`src/rtl/movegen_pos_sched.sv`:
```
// Round-robin position scheduler: streams one granted board's 64 squares
// from shared board RAM as a sop/eop beat stream, with an idle gap between positions.
module movegen_pos_sched #(
  parameter int NUM_REQ    = 2,
  parameter int BOARD_ID_W = 4,
  parameter int PIECE_W    = 4,
  parameter int GAP_CYCLES = 1,
  localparam int OW = (NUM_REQ > 1) ? $clog2(NUM_REQ) : 1
) (
  input  logic                          clk,
  input  logic                          rst,
  input  logic [NUM_REQ-1:0]            req,
  input  logic [NUM_REQ*BOARD_ID_W-1:0] req_board_id,
  output logic [NUM_REQ-1:0]            grant,
  output logic [NUM_REQ-1:0]            done,
  output logic                          mem_rd_en,
  output logic [BOARD_ID_W+5:0]         mem_rd_addr,
  input  logic [PIECE_W-1:0]            mem_rd_data,
  input  logic                          out_hold,
  output logic                          out_pos_valid,
  output logic                          out_pos_sop,
  output logic                          out_pos_eop,
  output logic [PIECE_W-1:0]            out_pos_data,
  output logic [OW-1:0]                 out_pos_owner
);

  typedef enum logic [1:0] {
    IDLE,
    STREAM,
    DRAIN,
    GAP
  } state_t;

  localparam logic [3:0] GAP_LAST =
    4'((GAP_CYCLES > 0) ? GAP_CYCLES - 1 : 0);

  state_t                state_q, state_d;
  logic [5:0]            sq_q, sq_d;
  logic [BOARD_ID_W-1:0] bid_q, bid_d;
  logic [OW-1:0]         own_q, own_d;
  logic [OW-1:0]         rr_q, rr_d;
  logic [3:0]            gap_q, gap_d;
  logic [NUM_REQ-1:0]    grant_q, grant_d;
  logic [NUM_REQ-1:0]    done_q, done_d;
  logic                  vld_q, vld_d;
  logic                  sop_q, sop_d;
  logic                  eop_q, eop_d;
  logic [OW-1:0]         vown_q, vown_d;

  logic [2*NUM_REQ-1:0]  req2;
  logic [NUM_REQ-1:0]    rot;
  logic [OW:0]           sum;
  logic [OW:0]           nxt;
  logic [OW-1:0]         pick;
  logic [OW-1:0]         rr_nxt;
  logic                  pick_ok;
  logic [BOARD_ID_W-1:0] bid_sel;
  logic                  issue;

  // Rotate so bit 0 is the requester at rr_q; lowest set bit wins.
  assign req2 = {req, req};
  assign rot  = NUM_REQ'(req2 >> rr_q);

  always_comb begin
    pick_ok = 1'b0;
    sum     = '0;
    for (int k = NUM_REQ - 1; k >= 0; k--) begin
      if (rot[k]) begin
        pick_ok = 1'b1;
        sum     = {1'b0, rr_q} + (OW+1)'(k);
      end
    end
    if (sum >= (OW+1)'(NUM_REQ))
      sum = sum - (OW+1)'(NUM_REQ);
    pick   = sum[OW-1:0];
    nxt    = {1'b0, pick} + (OW+1)'(1);
    rr_nxt = (nxt >= (OW+1)'(NUM_REQ)) ? '0 : nxt[OW-1:0];
    bid_sel = '0;
    for (int k = 0; k < NUM_REQ; k++) begin
      if (pick == OW'(k))
        bid_sel = req_board_id[k*BOARD_ID_W +: BOARD_ID_W];
    end
  end

  assign issue = (state_q == STREAM) && !out_hold && !rst;

  always_comb begin
    state_d = state_q;
    sq_d    = sq_q;
    bid_d   = bid_q;
    own_d   = own_q;
    rr_d    = rr_q;
    gap_d   = gap_q;
    grant_d = '0;
    done_d  = '0;
    vld_d   = 1'b0;
    sop_d   = 1'b0;
    eop_d   = 1'b0;
    vown_d  = '0;
    unique case (state_q)
      IDLE: begin
        if (pick_ok) begin
          state_d = STREAM;
          grant_d = NUM_REQ'(1) << pick;
          bid_d   = bid_sel;
          own_d   = pick;
          rr_d    = rr_nxt;
          sq_d    = '0;
        end
      end
      STREAM: begin
        if (issue) begin
          sq_d   = sq_q + 6'd1;
          vld_d  = 1'b1;
          sop_d  = (sq_q == 6'd0);
          eop_d  = (sq_q == 6'd63);
          vown_d = own_q;
          if (sq_q == 6'd63) begin
            state_d = DRAIN;
            done_d  = NUM_REQ'(1) << own_q;
          end
        end
      end
      DRAIN: begin
        gap_d   = '0;
        state_d = (GAP_CYCLES == 0) ? IDLE : GAP;
      end
      GAP: begin
        if (gap_q == GAP_LAST)
          state_d = IDLE;
        else
          gap_d = gap_q + 4'd1;
      end
      default: state_d = IDLE;
    endcase
  end

  always_ff @(posedge clk) begin
    if (rst) begin
      state_q <= IDLE;
      sq_q    <= '0;
      bid_q   <= '0;
      own_q   <= '0;
      rr_q    <= '0;
      gap_q   <= '0;
      grant_q <= '0;
      done_q  <= '0;
      vld_q   <= 1'b0;
      sop_q   <= 1'b0;
      eop_q   <= 1'b0;
      vown_q  <= '0;
    end else begin
      state_q <= state_d;
      sq_q    <= sq_d;
      bid_q   <= bid_d;
      own_q   <= own_d;
      rr_q    <= rr_d;
      gap_q   <= gap_d;
      grant_q <= grant_d;
      done_q  <= done_d;
      vld_q   <= vld_d;
      sop_q   <= sop_d;
      eop_q   <= eop_d;
      vown_q  <= vown_d;
    end
  end

  assign grant         = grant_q;
  assign done          = done_q;
  assign mem_rd_en     = issue;
  assign mem_rd_addr   = issue ? {bid_q, sq_q} : '0;
  assign out_pos_valid = vld_q;
  assign out_pos_sop   = sop_q;
  assign out_pos_eop   = eop_q;
  // RAM data lands in the beat cycle; gate it so idle cycles read as zero.
  assign out_pos_data  = vld_q ? mem_rd_data : '0;
  assign out_pos_owner = vown_q;

endmodule

```
`config.mk`:
```
export PLATFORM = sky130hd
export DESIGN_NAME = movegen_pos_sched
export DESIGN_NICKNAME = d
export VERILOG_FILES = /design/src/rtl/movegen_pos_sched.sv
export SDC_FILE = /design/constraint.sdc
export NUM_CORES = 1
export LEC_CHECK = 0
export ABC_AREA = 1
export BUFFER_PORTS_ARGS = -buffer_cell sky130_fd_sc_hd__buf_2
export CORE_ASPECT_RATIO = 1.75
export CORE_UTILIZATION = 25
export DETAILED_ROUTE_END_ITERATION = 8
export PLACE_DENSITY = 0.49
export SLEW_MARGIN = 10
export SYNTH_ARGS = -nofsm -noshare
export SYNTH_HDL_FRONTEND = slang
export SYNTH_SLANG_ARGS = --single-unit
```
`constraint.sdc`:
```
create_clock -name clk -period 2.05 [get_ports clk]
set_input_delay 0.41 -clock clk [delete_from_list [all_inputs] [get_ports clk]]
set_output_delay 0.41 -clock clk [all_outputs]
set_load 0.005 [all_outputs]
```
Word-level counts from Yosys, hierarchy flattened --
Cells that the tools add are included.
Word-level totals: bits in registers 26, input port bits 17, output and inout bits 23
Cells by class: add/sub/neg operators 5, magnitude comparators 2, eq/ne operators 9, shifts and indexed selects 3, multiplexer cells 20, bitwise operators 5, reductions and logical operators 17
Operators by type and width (count):
- 2-bit two-way mux | 6
- 4-bit two-way mux | 3
- 6-bit two-way mux | 2
- 6-bit one-hot mux with 2 select lines | 1
- 10-bit two-way mux | 1
- 2-bit inequality test, second input constant | 4
- 2-bit one-hot mux with 4 select lines | 1
- 4-bit one-hot mux with 2 select lines | 1
- 6-bit by 1-bit adder with 6-bit output, second input constant | 1
- 6-bit equality test, second input constant | 1
- 6-bit logical NOT | 1
- 3-bit OR reduction | 2
- 1-bit two-way mux | 5
- 1-bit inverter | 5
- 1-bit by 1-bit adder with 2-bit output, second input constant | 2
- 4-bit by 1-bit adder with 4-bit output, second input constant | 1
- 2-bit equality test, second input constant | 2
- 2-bit >= comparator, second input constant | 2
- 4-bit logical NOT | 1
- 2-bit AND reduction | 2
- 4-bit AND reduction | 1
- 2-bit nonzero test | 2
- 4-bit OR reduction | 1
- 1-bit by 1-bit << shifter with 2-bit output, first input constant | 2
- 9 further kinds | 11

Depth between registers and ports, before layout --
word-level depth 8, gate-level depth with buffers 10, mapped depth without buffers 10

Worst setup path before layout --
OpenSTA, ideal clock, no wires.
kind flip-flop to output port, start point register state_q[1], end point output mem_rd_addr[0], arrival 1.248 ns, required time 1.640 ns, slack 0.392 ns, stages on the path, launching flop included 9, cells stage by stage dfxtp_1 > inv_1 > ha_1 > buf_6 > inv_2 > nor3_4 > inv_1 > buf_2 > nor2_1
On the way: longest elaborated chain between the ends 4
Ends and longest elaborated chain:
- start, declared | line 37 | state_t state_q, state_d;
- start signal, assigned | line 153 | state_q <= state_d;
- 2-bit by 1-bit equality test with 1-bit output | line 85 | assign issue = (state_q == STREAM) && !out_hold && !rst;
- 1-bit logical AND (2 in series) | line 85
- named net mem_rd_en | line 16 | output logic mem_rd_en,
- 10-bit two-way mux | line 171 | assign mem_rd_addr = issue ? {bid_q, sq_q} : '0;
- end, declared | line 17 | output logic [BOARD_ID_W+5:0] mem_rd_addr,
The timed path passes the listed nets, and every way through them passes these cells.

Final worst setup path --
start point register state_q[1], end point output mem_rd_addr[1]
On the way: longest elaborated chain between the ends 4
Ends and longest elaborated chain (line):
- 2-bit by 1-bit equality test with 1-bit output | 85
- 1-bit logical AND (2 in series) | 85
- 10-bit two-way mux | 171
No other way between the ends.

==> flow_metrics.py <==
metrics = {
    "critical_path": {
        "crit_path_max_fanout": 12,
        "reg2reg_to": "sq_q[3]",
        "critPathKind": "reg -> out",
        "crit_arrival_ps": 1520,
        "path_cells": "inv_1 -> ha_2 -> inv_2 -> nor3_4 -> inv_4 -> nor2_1 -> buf_2",
        "critPathTopFamily": "buffers and inverters",
        "critPathBufInv": 4,
        "crit_start": "state_q[1]",
        "cp-end-kind": "primary output",
        "r2r_start": "state_q[0]",
        "critPathLaunchType": "register",
        "cp_slowest_cell": "dfxtp_1",
        "worstPathRequired_ps": 1640,
        "r2r_slack_ps": 550,
        "cpPeakStageDelay_ps": 340,
        "reg2reg_depth": 10,
    },
    "timing": {
        "fin_setup_tns_ps": 0,
        "whs_ps": 353.3,
        "max_slew_margin": 0.7191,
        "clock_skew_ps": 3.785,
        "fin_crit_ps": 1933,
        "fin_crit_sh": 0.9430,
        "rsz0062_at_grt": "true",
        "final_hold_viol_count": 0,
        "finalMaxSlewViolations": 0,
        "layout_setup_ws_ps": 116.8,
        "setup_violations": 0,
        "fmax_ghz": 0.5173,
        "worstMarginPinSlew_ps": 416.9,
    },
    "die": {
        "die_area_mm2": 0.005658,
        "die-height_um": 98.76,
        "num_rows": 34,
        "initial_core_util": 0.2642,
        "die_w_um": 57.29,
        "ios": 40,
        "fp.coreArea_mm2": 0.005062,
    },
    "logic_synthesis": {
        "ys_seq_area_frac": 0.3891,
        "synth_top_area_frac": 0.3891,
        "synth_seq_cells": 26,
        "synthesis.nets": 216,
        "synth_ff_type": "dfxtp_1",
        "synthCells": 190,
        "syn_avg_cell_area_um2": 7.040,
        "synth-edff-count": 0,
        "synth_cell_types": 24,
        "synth.most_common_cell": "nand2_1",
        "synth_warnings": 0,
        "synth_area_leaders": "dfxtp_1, nand2_1, inv_1, ha_1, nor2_1",
        "synth.largest_area_cell": "dfxtp_1",
        "netlist_area_mm2": 0.001338,
        "synth_common_cells": "nand2_1, inv_1, nor2_1, dfxtp_1, nand3_1",
        "synthArstFlopShare": 0,
    },
    "detailed_routing": {
        "vias": 1265,
        "drt-wirelength-per-cell_um": 10.74,
        "remaining_drc_errors": 4,
        "drtIter0Drc": 18,
        "wl_um": 3082,
        "avgViaCountPerCell": 4.408,
        "drtPass1Iterations": 6,
        "postRouteAntennaNets": 0,
    },
    "hold_path": {
        "hp-class": "in -> reg",
        "whs_path_depth": 3,
        "hold_end": "bid_q[0]",
        "worstHoldStart": "req_board_id[0]",
    },
    "power_and_ir_drop": {
        "peakVddDrop_mv": 0.3695,
        "leakage_nw": 0.8620,
        "powerDensity_mw_per_mm2": 994.3,
        "power_w": 0.001666,
    },
    "cts": {
        "clockRootBuffer": "clkbuf_8",
        "clockBufferDepth": 2,
        "clk_pin_slew_ps": 90,
        "htreeDepth": 1,
        "clock-sinks": 26,
        "cts_buffers": 3,
        "cts_tree": "built",
        "clock_latency_ps": 270,
    },
    "global_route": {
        "grt.total_usage": 0.1174,
        "gr-total-overflow": 0,
        "antenna_found_initial": 0,
        "grt_pass1_vias": 1241,
        "grt_pass1_wl_um": 5092,
        "grt_max_degree": 16,
    },
    "run": {
        "max-cap-violations": 0,
    },
    "outcome": {
        "failed_checks": "DRC",
        "status": "finished, violations left",
    },
    "placement": {
        "dp.final_hpwl_um": 2491,
        "pre_cts_slack_ps": 312.5,
        "routabilityCongestion": 0.7988,
        "buffer_ports.inserted": 39,
    },
    "final_layout": {
        "nNetsFinal": 260,
        "drive_above_1_share": 0.2446,
        "postLayoutCoreUtil": 0.3309,
        "n_antenna_cell": 0,
        "area.growth.synth_to_final_pct": 25.26,
    },
}
[cells in the final DEF (no fill, tap or decap), drive strengths merged]
cell type / instances
nor2: 31
nand3: 11
nor3: 3
o211ai: 4
nand2: 43
clkbuf: 3
o21ai: 8
ha: 9
o21a: 1
o22ai: 1
buf: 42
nand4: 2
nor4: 1
bufinv: 1
nand3b: 2
inv: 36
a21oi: 9
dfxtp: 26
[worst max path at each step]
stage | to | slack (ps) | depth (start not counted)
after floorplan | mem_rd_addr[0] | 390 | 8
after global placement | mem_rd_addr[0] | 320 | 7
after detailed placement | mem_rd_addr[1] | 310 | 7
after CTS | mem_rd_addr[1] | 90 | 7
after global routing | mem_rd_addr[2] | -4 | 7
final | mem_rd_addr[1] | 120 | 7
[registers in the layout (all words and copies together) (netlist names)]
signal / cells
out_pos_owner: 1
out_pos_valid: 1
gap_q: 4
bid_q: 4
grant: 2
state_q: 2
out_pos_sop: 1
own_q: 1
sq_q: 6
out_pos_eop: 1
rr_q: 1
done: 2
[worst min-delay path, stage by stage]
cell and delay [ps]:
buf_2 80, nand2_1 40, o211ai_1 60
[cell families after synthesis]
family | after synthesis | share of synthesized area
AND/OR/NAND/NOR | 93 | 0.3031
buffers and inverters | 39 | 0.1188
flip-flops | 26 | 0.3891
AO/OA/AOI/OAI | 23 | 0.1048
adder cells (fa/ha/maj) | 9 | 0.08419
[cell type report]
cell class,count,area (µm²)
Sequential cell,26,520.5
Clock inverter,1,30.03
Fill cell,558,3387
Inverter,36,137.6
Multi-Input combinational cell,125,660.6
Tap cell,54,67.56
Timing Repair Buffer,42,217.7
Clock buffer,3,41.29
[routing by layer]
metal  vias to the layer above  GRT usage  part of all wire
met5                         -          0                 0
met3                         5   0.007874             0.040
li1                        673          -                 -
met1                       549     0.1158              0.40
met2                        38     0.2353              0.54
met4                         0    0.05629             0.023
[report_power, final]
group,internal [W],total [W],leakage [nW],switching [W]
sequential,0.000580,0.000621,0.212,0.0000412
combinational,0.000227,0.000616,0.615,0.000389
clock,0.000261,0.000428,0.0357,0.000167
total,0.00107,0.00167,0.862,0.000597
[stage by stage]
step,instance area (µm²),std cells
floorplan,1338,190
global placement,1592,282
detailed placement,1592,282
CTS,1663,286
global route,1675,287
finish,1675,287
[timing repair]
item | CTS | global route
buffers inserted | 0 | 1
hold buffers | 0 | 0
setup endpoints to repair | 1 | 5
pin swaps | 0 | 0
gates resized for setup | 1 | 2
Note: power is estimated with default switching activity, not from simulation.
